--- src/rtl/rv_decode_pkg.sv ---
// Shared RV32I decode definitions.
// Holds the opcode constants, the write-back select and ALU operation
// encodings, the immediate format enum, the packed decode bundle carried
// through the pipeline, and the helper that assembles a 32-bit immediate.
package rv_decode_pkg;

    localparam logic [6:0] OPC_LOAD   = 7'b0000011;
    localparam logic [6:0] OPC_FENCE  = 7'b0001111;
    localparam logic [6:0] OPC_OP_IMM = 7'b0010011;
    localparam logic [6:0] OPC_AUIPC  = 7'b0010111;
    localparam logic [6:0] OPC_STORE  = 7'b0100011;
    localparam logic [6:0] OPC_OP     = 7'b0110011;
    localparam logic [6:0] OPC_LUI    = 7'b0110111;
    localparam logic [6:0] OPC_BRANCH = 7'b1100011;
    localparam logic [6:0] OPC_JALR   = 7'b1100111;
    localparam logic [6:0] OPC_JAL    = 7'b1101111;
    localparam logic [6:0] OPC_SYSTEM = 7'b1110011;

    typedef enum logic [2:0] {
        WB_ALU   = 3'b000,
        WB_MEM   = 3'b001,
        WB_PC4   = 3'b010,
        WB_IMM   = 3'b011,
        WB_AUIPC = 3'b100
    } wb_sel_t;

    typedef enum logic [1:0] {
        ALU_ADD    = 2'b00,
        ALU_BRANCH = 2'b01,
        ALU_RTYPE  = 2'b10,
        ALU_ITYPE  = 2'b11
    } alu_op_t;

    typedef enum logic [2:0] {
        IMM_NONE,
        IMM_I,
        IMM_S,
        IMM_B,
        IMM_U,
        IMM_J
    } imm_type_t;

    typedef struct packed {
        logic [4:0] rd;
        logic [4:0] rs1;
        logic [4:0] rs2;
        logic [2:0] funct3;
        logic       reg_write;
        wb_sel_t    wb_sel;
        logic       alu_src;
        alu_op_t    alu_op;
        logic       use_pc_as_alu_a;
        logic       mem_read;
        logic       mem_write;
        logic       branch;
        logic       jump;
        logic       jalr;
        logic       illegal;
        logic       is_fence;
        logic       is_ecall;
        logic       is_ebreak;
    } decode_bundle_t;

    function automatic logic [31:0] imm32(input logic [31:0] instr, input imm_type_t kind);
        logic [31:0] r;
        case (kind)
            IMM_I:   r = {{20{instr[31]}}, instr[31:20]};
            IMM_S:   r = {{20{instr[31]}}, instr[31:25], instr[11:7]};
            IMM_B:   r = {{19{instr[31]}}, instr[31], instr[7], instr[30:25], instr[11:8], 1'b0};
            IMM_U:   r = {instr[31:12], 12'b0};
            IMM_J:   r = {{11{instr[31]}}, instr[31], instr[19:12], instr[20], instr[30:21], 1'b0};
            default: r = 32'd0;
        endcase
        return r;
    endfunction

endpackage

--- src/rtl/decode_stage_pipe_if.sv ---
// Fetch-side and execute-side signals of the decode stage.
// slave  : the decode stage (consumes in_*, flush, out_ready; drives the rest)
// master : the surrounding pipeline / testbench
interface decode_stage_pipe_if #(parameter int XLEN = 32);
    import rv_decode_pkg::*;

    logic            flush;
    logic            in_valid;
    logic            in_ready;
    logic [31:0]     in_instr;
    logic [XLEN-1:0] in_pc;

    logic            out_valid;
    logic            out_ready;
    logic [XLEN-1:0] out_pc;
    logic [4:0]      out_rd;
    logic [4:0]      out_rs1;
    logic [4:0]      out_rs2;
    logic [XLEN-1:0] out_imm;
    logic            out_reg_write;
    logic [2:0]      out_wb_sel;
    logic            out_alu_src;
    logic [1:0]      out_alu_op;
    logic            out_use_pc_as_alu_a;
    logic            out_mem_read;
    logic            out_mem_write;
    logic            out_branch;
    logic            out_jump;
    logic            out_jalr;
    logic [2:0]      out_funct3;
    logic            out_illegal;
    logic            out_is_fence;
    logic            out_is_ecall;
    logic            out_is_ebreak;

    modport slave (
        input  flush, in_valid, in_instr, in_pc, out_ready,
        output in_ready, out_valid, out_pc, out_rd, out_rs1, out_rs2, out_imm,
               out_reg_write, out_wb_sel, out_alu_src, out_alu_op, out_use_pc_as_alu_a,
               out_mem_read, out_mem_write, out_branch, out_jump, out_jalr, out_funct3,
               out_illegal, out_is_fence, out_is_ecall, out_is_ebreak
    );

    modport master (
        output flush, in_valid, in_instr, in_pc, out_ready,
        input  in_ready, out_valid, out_pc, out_rd, out_rs1, out_rs2, out_imm,
               out_reg_write, out_wb_sel, out_alu_src, out_alu_op, out_use_pc_as_alu_a,
               out_mem_read, out_mem_write, out_branch, out_jump, out_jalr, out_funct3,
               out_illegal, out_is_fence, out_is_ecall, out_is_ebreak
    );
endinterface

--- src/rtl/rv_decode_comb.sv ---
// Combinational RV32I decoder.
// Ports: instr (32-bit instruction word) -> bundle (control/decode fields),
//        imm (sign-extended immediate, XLEN wide).
// An illegal instruction yields illegal=1 with every control and imm at 0.
module rv_decode_comb
    import rv_decode_pkg::*;
#(
    parameter int XLEN          = 32,
    parameter int ENABLE_SYSTEM = 1,
    parameter int STRICT_FUNCT7 = 1
) (
    input  logic [31:0]     instr,
    output decode_bundle_t  bundle,
    output logic [XLEN-1:0] imm
);
    localparam bit SYS_EN = (ENABLE_SYSTEM != 0);
    localparam bit STRICT = (STRICT_FUNCT7 != 0);

    logic [6:0]     opcode;
    logic [2:0]     funct3;
    logic [6:0]     funct7;
    decode_bundle_t ctl;
    imm_type_t      kind;
    logic           legal;

    assign opcode = instr[6:0];
    assign funct3 = instr[14:12];
    assign funct7 = instr[31:25];

    always_comb begin
        ctl   = '0;
        kind  = IMM_NONE;
        legal = 1'b0;
        case (opcode)
            OPC_OP: begin
                legal = !STRICT || (funct7 == 7'b0000000) ||
                        (funct7 == 7'b0100000 && (funct3 == 3'b000 || funct3 == 3'b101));
                ctl.reg_write = 1'b1;
                ctl.alu_op    = ALU_RTYPE;
            end
            OPC_OP_IMM: begin
                // Only the shift forms constrain the upper immediate bits.
                case (funct3)
                    3'b001:  legal = !STRICT || (funct7 == 7'b0000000);
                    3'b101:  legal = !STRICT || (funct7 == 7'b0000000) || (funct7 == 7'b0100000);
                    default: legal = 1'b1;
                endcase
                ctl.reg_write = 1'b1;
                ctl.alu_src   = 1'b1;
                ctl.alu_op    = ALU_ITYPE;
                kind          = IMM_I;
            end
            OPC_LOAD: begin
                legal = !(funct3 == 3'b011 || funct3 == 3'b110 || funct3 == 3'b111);
                ctl.reg_write = 1'b1;
                ctl.wb_sel    = WB_MEM;
                ctl.alu_src   = 1'b1;
                ctl.mem_read  = 1'b1;
                kind          = IMM_I;
            end
            OPC_STORE: begin
                legal = (funct3 <= 3'b010);
                ctl.alu_src   = 1'b1;
                ctl.mem_write = 1'b1;
                kind          = IMM_S;
            end
            OPC_BRANCH: begin
                legal = !(funct3 == 3'b010 || funct3 == 3'b011);
                ctl.alu_op = ALU_BRANCH;
                ctl.branch = 1'b1;
                kind       = IMM_B;
            end
            OPC_JAL: begin
                legal = 1'b1;
                ctl.reg_write = 1'b1;
                ctl.wb_sel    = WB_PC4;
                ctl.jump      = 1'b1;
                kind          = IMM_J;
            end
            OPC_JALR: begin
                legal = (funct3 == 3'b000);
                ctl.reg_write = 1'b1;
                ctl.wb_sel    = WB_PC4;
                ctl.alu_src   = 1'b1;
                ctl.jalr      = 1'b1;
                kind          = IMM_I;
            end
            OPC_LUI: begin
                legal = 1'b1;
                ctl.reg_write = 1'b1;
                ctl.wb_sel    = WB_IMM;
                kind          = IMM_U;
            end
            OPC_AUIPC: begin
                legal = 1'b1;
                ctl.reg_write       = 1'b1;
                ctl.wb_sel          = WB_AUIPC;
                ctl.alu_src         = 1'b1;
                ctl.use_pc_as_alu_a = 1'b1;
                kind                = IMM_U;
            end
            OPC_FENCE: begin
                legal = SYS_EN;
                ctl.is_fence = 1'b1;
            end
            OPC_SYSTEM: begin
                legal = SYS_EN && (funct3 == 3'b000) &&
                        (instr[31:20] == 12'd0 || instr[31:20] == 12'd1);
                ctl.is_ecall  = (instr[31:20] == 12'd0);
                ctl.is_ebreak = (instr[31:20] == 12'd1);
            end
            default: legal = 1'b0;
        endcase
        if (instr[1:0] != 2'b11) begin
            legal = 1'b0;
        end
    end

    always_comb begin
        bundle = ctl;
        if (!legal) begin
            bundle         = '0;
            bundle.illegal = 1'b1;
        end
        bundle.rd     = bundle.reg_write ? instr[11:7] : 5'd0;
        bundle.rs1    = instr[19:15];
        bundle.rs2    = instr[24:20];
        bundle.funct3 = funct3;
        imm = legal ? XLEN'($signed(imm32(instr, kind))) : '0;
    end

endmodule

--- src/rtl/decode_stage_pipe.sv ---
// Registered RV32I decode stage with a one-entry skid buffer.
// Ports: clk, rst (synchronous, active high), bus (decode_stage_pipe_if.slave):
//   fetch side  flush / in_valid / in_ready / in_instr / in_pc
//   exec side   out_valid / out_ready / out_* decoded bundle, pc and imm
// Decoding happens before the registers, so both the main register and the
// skid entry hold fully decoded bundles.
module decode_stage_pipe
    import rv_decode_pkg::*;
#(
    parameter int XLEN          = 32,
    parameter int ENABLE_SYSTEM = 1,
    parameter int STRICT_FUNCT7 = 1
) (
    input logic                 clk,
    input logic                 rst,
    decode_stage_pipe_if.slave  bus
);
    decode_bundle_t  dec_bundle;
    logic [XLEN-1:0] dec_imm;

    rv_decode_comb #(
        .XLEN          (XLEN),
        .ENABLE_SYSTEM (ENABLE_SYSTEM),
        .STRICT_FUNCT7 (STRICT_FUNCT7)
    ) u_decode (
        .instr  (bus.in_instr),
        .bundle (dec_bundle),
        .imm    (dec_imm)
    );

    logic            main_valid;
    decode_bundle_t  main_bundle;
    logic [XLEN-1:0] main_pc;
    logic [XLEN-1:0] main_imm;
    logic            skid_full;
    decode_bundle_t  skid_bundle;
    logic [XLEN-1:0] skid_pc;
    logic [XLEN-1:0] skid_imm;

    logic accept;
    logic xfer;
    logic load_main;

    // in_ready is !skid_full, so nothing is ever accepted while the skid is full.
    assign accept    = bus.in_valid && !skid_full;
    assign xfer      = main_valid && bus.out_ready;
    assign load_main = !main_valid || xfer;

    always_ff @(posedge clk) begin
        if (rst) begin
            main_valid  <= 1'b0;
            main_bundle <= '0;
            main_pc     <= '0;
            main_imm    <= '0;
            skid_full   <= 1'b0;
            skid_bundle <= '0;
            skid_pc     <= '0;
            skid_imm    <= '0;
        end else if (bus.flush) begin
            main_valid <= 1'b0;
            skid_full  <= 1'b0;
        end else if (load_main) begin
            if (skid_full) begin
                main_valid  <= 1'b1;
                main_bundle <= skid_bundle;
                main_pc     <= skid_pc;
                main_imm    <= skid_imm;
                skid_full   <= 1'b0;
            end else if (accept) begin
                main_valid  <= 1'b1;
                main_bundle <= dec_bundle;
                main_pc     <= bus.in_pc;
                main_imm    <= dec_imm;
            end else begin
                main_valid <= 1'b0;
            end
        end else if (accept) begin
            skid_full   <= 1'b1;
            skid_bundle <= dec_bundle;
            skid_pc     <= bus.in_pc;
            skid_imm    <= dec_imm;
        end
    end

    assign bus.in_ready            = !skid_full;
    assign bus.out_valid           = main_valid;
    assign bus.out_pc              = main_pc;
    assign bus.out_imm             = main_imm;
    assign bus.out_rd              = main_bundle.rd;
    assign bus.out_rs1             = main_bundle.rs1;
    assign bus.out_rs2             = main_bundle.rs2;
    assign bus.out_funct3          = main_bundle.funct3;
    assign bus.out_reg_write       = main_bundle.reg_write;
    assign bus.out_wb_sel          = main_bundle.wb_sel;
    assign bus.out_alu_src         = main_bundle.alu_src;
    assign bus.out_alu_op          = main_bundle.alu_op;
    assign bus.out_use_pc_as_alu_a = main_bundle.use_pc_as_alu_a;
    assign bus.out_mem_read        = main_bundle.mem_read;
    assign bus.out_mem_write       = main_bundle.mem_write;
    assign bus.out_branch          = main_bundle.branch;
    assign bus.out_jump            = main_bundle.jump;
    assign bus.out_jalr            = main_bundle.jalr;
    assign bus.out_illegal         = main_bundle.illegal;
    assign bus.out_is_fence        = main_bundle.is_fence;
    assign bus.out_is_ecall        = main_bundle.is_ecall;
    assign bus.out_is_ebreak       = main_bundle.is_ebreak;

endmodule

--- src/flat_wrapper.sv ---
// flat-port wrapper written by rule: the top's interface ports become plain ports
module decode_stage_pipe_flat import rv_decode_pkg::*;
#(
    parameter int XLEN          = 32,
    parameter int ENABLE_SYSTEM = 1,
    parameter int STRICT_FUNCT7 = 1
)
  (clk, rst, bus_flush, bus_in_valid, bus_in_instr, bus_in_pc, bus_out_ready, bus_in_ready, bus_out_valid, bus_out_pc, bus_out_rd, bus_out_rs1, bus_out_rs2, bus_out_imm, bus_out_reg_write, bus_out_wb_sel, bus_out_alu_src, bus_out_alu_op, bus_out_use_pc_as_alu_a, bus_out_mem_read, bus_out_mem_write, bus_out_branch, bus_out_jump, bus_out_jalr, bus_out_funct3, bus_out_illegal, bus_out_is_fence, bus_out_is_ecall, bus_out_is_ebreak);
  decode_stage_pipe_if #(.XLEN(XLEN)) bus_i ();
  input logic clk;
  input logic rst;
  input wire logic [$bits(bus_i.flush)-1:0] bus_flush;
  input wire logic [$bits(bus_i.in_valid)-1:0] bus_in_valid;
  input wire logic [$bits(bus_i.in_instr)-1:0] bus_in_instr;
  input wire logic [$bits(bus_i.in_pc)-1:0] bus_in_pc;
  input wire logic [$bits(bus_i.out_ready)-1:0] bus_out_ready;
  output wire logic [$bits(bus_i.in_ready)-1:0] bus_in_ready;
  output wire logic [$bits(bus_i.out_valid)-1:0] bus_out_valid;
  output wire logic [$bits(bus_i.out_pc)-1:0] bus_out_pc;
  output wire logic [$bits(bus_i.out_rd)-1:0] bus_out_rd;
  output wire logic [$bits(bus_i.out_rs1)-1:0] bus_out_rs1;
  output wire logic [$bits(bus_i.out_rs2)-1:0] bus_out_rs2;
  output wire logic [$bits(bus_i.out_imm)-1:0] bus_out_imm;
  output wire logic [$bits(bus_i.out_reg_write)-1:0] bus_out_reg_write;
  output wire logic [$bits(bus_i.out_wb_sel)-1:0] bus_out_wb_sel;
  output wire logic [$bits(bus_i.out_alu_src)-1:0] bus_out_alu_src;
  output wire logic [$bits(bus_i.out_alu_op)-1:0] bus_out_alu_op;
  output wire logic [$bits(bus_i.out_use_pc_as_alu_a)-1:0] bus_out_use_pc_as_alu_a;
  output wire logic [$bits(bus_i.out_mem_read)-1:0] bus_out_mem_read;
  output wire logic [$bits(bus_i.out_mem_write)-1:0] bus_out_mem_write;
  output wire logic [$bits(bus_i.out_branch)-1:0] bus_out_branch;
  output wire logic [$bits(bus_i.out_jump)-1:0] bus_out_jump;
  output wire logic [$bits(bus_i.out_jalr)-1:0] bus_out_jalr;
  output wire logic [$bits(bus_i.out_funct3)-1:0] bus_out_funct3;
  output wire logic [$bits(bus_i.out_illegal)-1:0] bus_out_illegal;
  output wire logic [$bits(bus_i.out_is_fence)-1:0] bus_out_is_fence;
  output wire logic [$bits(bus_i.out_is_ecall)-1:0] bus_out_is_ecall;
  output wire logic [$bits(bus_i.out_is_ebreak)-1:0] bus_out_is_ebreak;
  assign bus_i.flush = bus_flush;
  assign bus_i.in_valid = bus_in_valid;
  assign bus_i.in_instr = bus_in_instr;
  assign bus_i.in_pc = bus_in_pc;
  assign bus_i.out_ready = bus_out_ready;
  assign bus_in_ready = bus_i.in_ready;
  assign bus_out_valid = bus_i.out_valid;
  assign bus_out_pc = bus_i.out_pc;
  assign bus_out_rd = bus_i.out_rd;
  assign bus_out_rs1 = bus_i.out_rs1;
  assign bus_out_rs2 = bus_i.out_rs2;
  assign bus_out_imm = bus_i.out_imm;
  assign bus_out_reg_write = bus_i.out_reg_write;
  assign bus_out_wb_sel = bus_i.out_wb_sel;
  assign bus_out_alu_src = bus_i.out_alu_src;
  assign bus_out_alu_op = bus_i.out_alu_op;
  assign bus_out_use_pc_as_alu_a = bus_i.out_use_pc_as_alu_a;
  assign bus_out_mem_read = bus_i.out_mem_read;
  assign bus_out_mem_write = bus_i.out_mem_write;
  assign bus_out_branch = bus_i.out_branch;
  assign bus_out_jump = bus_i.out_jump;
  assign bus_out_jalr = bus_i.out_jalr;
  assign bus_out_funct3 = bus_i.out_funct3;
  assign bus_out_illegal = bus_i.out_illegal;
  assign bus_out_is_fence = bus_i.out_is_fence;
  assign bus_out_is_ecall = bus_i.out_is_ecall;
  assign bus_out_is_ebreak = bus_i.out_is_ebreak;
  decode_stage_pipe #(.XLEN(XLEN), .ENABLE_SYSTEM(ENABLE_SYSTEM), .STRICT_FUNCT7(STRICT_FUNCT7)) u_core (.clk(clk), .rst(rst), .bus(bus_i));
endmodule
--- config.mk ---
export PLATFORM = sky130hd
export DESIGN_NAME = decode_stage_pipe_flat
export DESIGN_NICKNAME = d
export VERILOG_FILES = /design/src/rtl/rv_decode_pkg.sv /design/src/rtl/decode_stage_pipe_if.sv /design/src/rtl/rv_decode_comb.sv /design/src/rtl/decode_stage_pipe.sv /design/src/flat_wrapper.sv
export SDC_FILE = /design/constraint.sdc
export NUM_CORES = 1
export LEC_CHECK = 0
export BUFFER_PORTS_ARGS = -buffer_cell sky130_fd_sc_hd__buf_2
export CAP_MARGIN = 25
export CORE_ASPECT_RATIO = 2
export CORE_MARGIN = 2
export CORE_UTILIZATION = 40
export DETAILED_ROUTE_END_ITERATION = 10
export GPL_TIMING_DRIVEN = 0
export HOLD_SLACK_MARGIN = 0.12
export PLACE_DENSITY = 0.59
export SETUP_SLACK_MARGIN = 0.05
export SLEW_MARGIN = 0
export SYNTH_ARGS = -nofsm -noshare
export SYNTH_HDL_FRONTEND = slang
export SYNTH_SLANG_ARGS = --single-unit
--- constraint.sdc ---
create_clock -name clk -period 5.7 [get_ports clk]
set_input_delay 0.285 -clock clk [delete_from_list [all_inputs] [get_ports clk]]
set_output_delay 0.285 -clock clk [all_outputs]
set_load 0.005 [all_outputs]
* Word-level counts from Yosys, hierarchy flattened
Cells that the tools add are included.
** Storage, ports and cells
- Register bits :: 200
- Output and inout bits :: 101
** Cells by class
- $lt $le $gt $ge :: 1
- Equality and inequality tests :: 25
- Mux-type cells :: 28
- Bitwise logic cells :: 2
- Reduce and logical (&&, ||, !) cells :: 30
** Operator list (number)
- $mux 32 :: 5
- $pmux 32 s5 :: 1
- $mux 35 :: 2
- $eq 7x6->1 const B :: 4
- $eq 7x7->1 const B :: 4
- $mux 17 :: 1
- $eq 3x3->1 const B :: 5
- $pmux 3 s5 :: 1
- $eq 7x5->1 const B :: 2
- $eq 12x1->1 const B :: 1
- $eq 3x2->1 const B :: 4
- $logic_not 12->1 :: 1
- $mux 1 :: 12
- $pmux 3 s4 :: 1
- $logic_or 1x1->1 :: 8
- $pmux 1 s8 :: 1
- $eq 7x2->1 const B :: 1
- $eq 7x4->1 const B :: 1
- $logic_not 7->1 :: 1
- $reduce_or 7->1 :: 1
- $eq 3x1->1 const B :: 2
- $pmux 2 s3 :: 1
- $reduce_and 3->1 :: 2
- $reduce_or 2->1 :: 3
- other kinds (13) :: 21

* Depth between registers and ports, before layout
- Depth in word-level cells :: 10
- Gate-level depth with buffers :: 9
- Gate-level depth less buffers :: 6

* Modules after synthesis
A second synthesis with hierarchy kept.
** Unflattened totals
- Cells, all modules :: 1101
- Area, all modules :: 10286.1 sq um
** By module, submodules not included
- decode_stage_pipe :: instances 1, cells an instance 891, area each 8978.6 sq um, seq. area each 4003.8 sq um
- rv_decode_comb :: instances 1, cells an instance 210, area each 1307.5 sq um, seq. area each 0.0 sq um

* Worst setup path before layout
OpenSTA, ideal clock, no wires.
- Path type :: in2reg
- Start :: input bus_in_instr[2]
- End :: register u_core.main_imm[20], in the netlist u_core.bus.out_imm[20]
- Setup time :: 0.086 ns
- Arrival time :: 1.778 ns
- Required time :: 5.614 ns
- Setup slack :: 3.836 ns
- Stages :: 8
- Path through :: buf_2 nor3_1 nand4b_1 o22ai_1 buf_4 buf_4 o22ai_1 a211oi_1
** On the way
- Cells in the longest elaborated chain, start to end :: 8
** RTL lines
- start, declared :: RTL line flat_wrapper.sv:14 : input wire logic [$bits(bus_i.in_instr)-1:0] bus_in_instr;
- $eq 7x7->1, or another cell as far along :: RTL line rv_decode_comb.sv:34 : case (opcode)
- $reduce_or 3->1 (no line) or $reduce_or 2->1 (tied branches)
- $pmux 3 s5 :: RTL line rv_decode_comb.sv:34
- $eq 3x3->1, or another cell as far along :: RTL line rv_decode_pkg.sv:66 : case (kind)
- $pmux 32 s5 :: RTL line rv_decode_pkg.sv:66
- $mux 32 * :: RTL line rv_decode_comb.sv:129 : imm = legal ? XLEN'($signed(imm32(instr, kind))) : '0;
- $mux 32 * :: RTL line decode_stage_pipe.sv:69 : end else if (accept) begin
- $mux 32 * :: RTL line decode_stage_pipe.sv:63 : if (skid_full) begin
- end signal, assigned :: RTL line decode_stage_pipe.sv:67 : main_imm <= skid_imm;
- end signal, assigned :: RTL line decode_stage_pipe.sv:73 : main_imm <= dec_imm;
- end, declared :: RTL line decode_stage_pipe.sv:34 : logic [XLEN-1:0] main_imm;
Every way passes the cells marked *; elsewhere a longest branch is shown, timed or not. The select of a mux whose other input is x is not followed.
A chain may end at the register's enable or synchronous reset.

* Worst setup path after layout
- Start :: register u_core.skid_full
- End :: register u_core.main_bundle, in the netlist u_core.bus.out_rd[4]
** On the way
- Cells in the longest elaborated chain, start to end :: 4
** RTL lines
- start, declared :: RTL line decode_stage_pipe.sv:35 : logic skid_full;
- start signal, assigned :: RTL line decode_stage_pipe.sv:55 : skid_full <= 1'b0;
- start signal, assigned :: RTL line decode_stage_pipe.sv:61 : skid_full <= 1'b0;
- start signal, assigned :: RTL line decode_stage_pipe.sv:68 : skid_full <= 1'b0;
- $logic_not 1->1 :: RTL line decode_stage_pipe.sv:45 : assign accept = bus.in_valid && !skid_full;
- $logic_and 1x1->1 :: RTL line decode_stage_pipe.sv:45
- $reduce_bool 2->1 (no line)
- $reduce_and 3->1 (no line)
- end signal, assigned :: RTL line decode_stage_pipe.sv:65 : main_bundle <= skid_bundle;
- end signal, assigned :: RTL line decode_stage_pipe.sv:71 : main_bundle <= dec_bundle;
- end, declared :: RTL line decode_stage_pipe.sv:32 : decode_bundle_t main_bundle;
Parallel ways exist; a longest one is shown, timed or not.

==> flow_summary_export.csv <==
group,metric,value,unit
critical_path,cp-end-kind,"flop",
worst_hold_path,min_to,"u_core.skid_full$_SDFFE_PP0P_",
place,gp_congestion,0.9707,
routing,drt-initial-drc-count,409,
clocking,htreeDepth,4,
logic_synthesis,yosysTopAreaCell,"dfxtp_1",
logic_synthesis,synth.net_count,1151,
clocking,clk_pin_slew,0.07,ns
logic_synthesis,synth_cell_types,51,
finish,antennaDiodeCount,0,
critical_path,critical_path_class,"flop to flop",
clocking,cts_root_buffer,"clkbuf_16",
finish,final_cell_mix,"dfxtp_1, buf_2, nand2_1, nor2_1, a21oi_1",
critical_path,worstSetupStartpoint,"u_core.skid_full$_SDFFE_PP0P_",
status,outcome,"complete, no violations",
sta,finalClockSkew,0.007035,ns
sta,finalCriticalPeriod,2.846,ns
floorplanning,io_pins,170,
logic_synthesis,synth_edf_count,0,
critical_path,r2r_cells,7,
sta,grt_setup_unrepaired,"false",
critical_path,rrSetupSlack,2.85,ns
logic_synthesis,synthCells,1082,
floorplanning,start_util,40.81,%
clocking,cts_tree,"done",
grt,globalRouteOverflowTotal,0,
power_and_ir_drop,powerDensity,275.5,nW/um^2
place,io_buffers,163,
critical_path,cp-start-kind,"flop",
routing,drc_errors,0,
finish,drive_gt1_share,17.10,%
finish,fin_util,50.79,%
worst_hold_path,whs_path_depth,3,
logic_synthesis,synth_top_family_by_area,"compound AO/OA/AOI/OAI gates",
grt,grt_max_degree,17,
power_and_ir_drop,power.leakage,4.040,nW
logic_synthesis,ys_warn_count,0,
place,hpwl,24110,um
routing,routed_wl,31910,um
grt,grt_pass1_vias,8836,
power_and_ir_drop,irDropWorstVdd,0.0002664,V
clocking,clk_latency,0.45,ns
clocking,post_cts_resized,0,
finish,layout_commonest_cell,"dfxtp_1",
grt,grt_usage,27.97,%
sta,fin_crit_sh,49.93,%
place,dpl.cell_count,1518,
grt,grt_pass1_wl,48520,um
logic_synthesis,ys_async_sr_fraction,0,%
finish,fillerInstances,2273,
logic_synthesis,synthAdderAreaFrac,0,%
floorplanning,num_rows,76,
routing,final_antenna_net_count,0,
clocking,numClockSinks,200,
routing,first_pass_iters,6,
critical_path,critPathRequiredTime,6.07,ns
finish,area_growth,24.47,%
sta,worst_pin_slew,0.9727,ns
critical_path,r2r_start,"u_core.skid_full$_SDFFE_PP0P_",
logic_synthesis,synth_xor_area_share,0.09987,%
logic_synthesis,ys_ff_latch,200,
logic_synthesis,synth.area.top_cells,"dfxtp_1, nand2_1, a21oi_1",
logic_synthesis,synth-simple-area-share,20.06,%
logic_synthesis,synth_area_per_cell,8.105,um^2
clocking,clock_path_buffers,2,
clocking,cts_inserted_buffers,17,
finish,final_cell_count_no_fill,1589,
logic_synthesis,synth_compound_area_share,23.71,%
sta,fmax,351.3,MHz
sta,slew_viol_final,0,
routing,vias,8959,
finish,nets,1373,
logic_synthesis,synth_mux_area_share,5.250,%
routing,viasPerCell,5.638,
sta,relSlewSlack,34.61,%
worst_hold_path,hp-start,"bus_out_ready",
critical_path,worstPathArrival,3.22,ns
logic_synthesis,synth_area,8770,um^2
sta,setup_viol,0,
floorplanning,die_area,23200,um^2
sta,finalHoldViolCount,0,
routing,wl_per_cell,20.08,um
floorplanning,die_w,108.7,um
logic_synthesis,synth_seq_area_share,45.66,%
flow_run,drv_cap,0,
grt,antenna_found_initial,0,
worst_hold_path,worstHoldPathType,"input pin to flop",
logic_synthesis,synth_flop_cell,"dfxtp_1",
logic_synthesis,synth_top_area_share,45.66,%
floorplanning,die_h,213.4,um
critical_path,timing.rr.end,"u_core.bus.out_rd[4]$_SDFFE_PP0P_",
sta,setup_tns,0,ns
floorplanning,fp.coreArea,21490,um^2
critical_path,crit_fanout,10,
==> registers in the layout, summed over array words and instances, names as in the netlist, 2 cells and up <==
register / count
u_core.bus.out_rd: 5
u_core.bus.out_rs2: 5
u_core.skid_bundle: 35
u_core.bus.out_funct3: 3
u_core.bus.out_pc: 32
u_core.bus.out_alu_op: 2
u_core.bus.out_imm: 32
u_core.bus.out_rs1: 5
u_core.skid_imm: 32
u_core.bus.out_wb_sel: 3
u_core.skid_pc: 32
==> metal layers <==
layer | routed length [um] | global-route usage, % | vias to the layer above
met5 | 0 | 0 | -
met4 | 1912 | 17.02 | 0
met3 | 1748 | 5.410 | 106
met2 | 16990 | 51.47 | 311
met1 | 11260 | 28.44 | 4226
li1 | - | - | 4316
==> worst max-delay path, stage by stage, from the launching register on <==
cell	delay, ns
dfxtp_1	0.31
buf_2	0.25
nor2_1	0.14
nor3_2	0.70
clkbuf_1	0.51
clkbuf_1	0.52
nand3_1	0.14
a31oi_1	0.20
==> worst max path at each step <==
stage | slack (ns) | cells past startpoint | endpoint
after floorplan | 3.84 | 8 | u_core.bus.out_imm[20]$_SDFFE_PP0P_
after global placement | 2.92 | 7 | u_core.bus.out_imm[31]$_SDFFE_PP0P_
after detailed placement | 2.87 | 7 | u_core.bus.out_pc[5]$_SDFFE_PP0P_
after CTS | 2.85 | 7 | u_core.bus.out_pc[5]$_SDFFE_PP0P_
after global routing | 2.62 | 7 | u_core.bus.out_rd[1]$_SDFFE_PP0P_
final | 2.85 | 7 | u_core.bus.out_rd[4]$_SDFFE_PP0P_
==> cell usage after synthesis, types with 2 or more instances <==
library cell / number
dfxtp_1: 200
nand2_1: 171
nor2_1: 103
a21oi_1: 101
clkbuf_1: 73
o21ai_0: 73
a211oi_1: 66
mux2i_1: 46
or3_1: 24
o22ai_1: 22
and2_1: 20
buf_2: 18
o2111ai_1: 16
nand3_1: 15
o211ai_1: 15
and3_1: 12
nand4_1: 10
nor3_1: 9
buf_1: 8
a31oi_1: 7
inv_1: 7
o32ai_1: 6
buf_4: 5
nor4_1: 5
a22o_1: 4
nor2b_1: 4
o21ai_1: 4
o31ai_1: 4
nand2b_1: 3
a211o_1: 2
a32o_1: 2
a32oi_1: 2
nand3b_1: 2
nand4b_1: 2
nor3_2: 2
o2bb2ai_1: 2
o41ai_1: 2
or2_2: 2
==> kinds of logic (layout without fill, tap and decap cells) <==
| family | after synthesis | in the layout |
|---|---|---|
| muxes | 46 | 46 |
| and+or+nand+nor | 390 | 390 |
| DFF | 200 | 200 |
| xor gates and xnor gates | 1 | 1 |
| AOI/OAI and AO/OA | 334 | 334 |
| buffers and inverters | 111 | 345 |
==> power by group <==
part / total [mW] / switching [mW] / internal, mW
combinational: 0.319 / 0.199 / 0.120
sequential: 1.46 / 0.0224 / 1.44
clock: 1.23 / 0.546 / 0.680
total: 3.01 / 0.767 / 2.24
==> timing repair <==
action / in CTS / in global routing
buffers inserted: 0 / 0
hold endpoints to repair: 41 / 0
hold buffers: 40 / 0
endpoints found under the setup margin: 0 / 0
==> metrics by stage <==
step / hold WS (ns) / worst slack [ns] / area [um^2] / power [mW]
4_1_cts: 0.1203 / 2.848 / 10920 / 3.030
6_report: 0.1355 / 2.854 / 10920 / 3.007
2_1_floorplan: 0.3578 / 3.836 / 8770 / 1.641
5_1_grt: 0.1274 / 2.619 / 10920 / 3.120
3_3_place_gp: 0.4272 / 2.916 / 9927 / 1.789
3_5_place_dp: 0.4317 / 2.870 / 9927 / 1.791
==> final cells by class <==
type	instances	area (um^2)	share of cell area [%]
Inverter	7	26.28	0.2407
Clock inverter	11	121.4	1.112
Buffer	104	431.7	3.955
Multi-Input combinational cell	771	4308	39.47
Clock buffer	20	466.7	4.276
Tap cell	273	341.6	3.129
Sequential cell	200	4004	36.68
Timing Repair Buffer	203	1216	11.14
No activity file was read; power rests on OpenSTA's default activity.
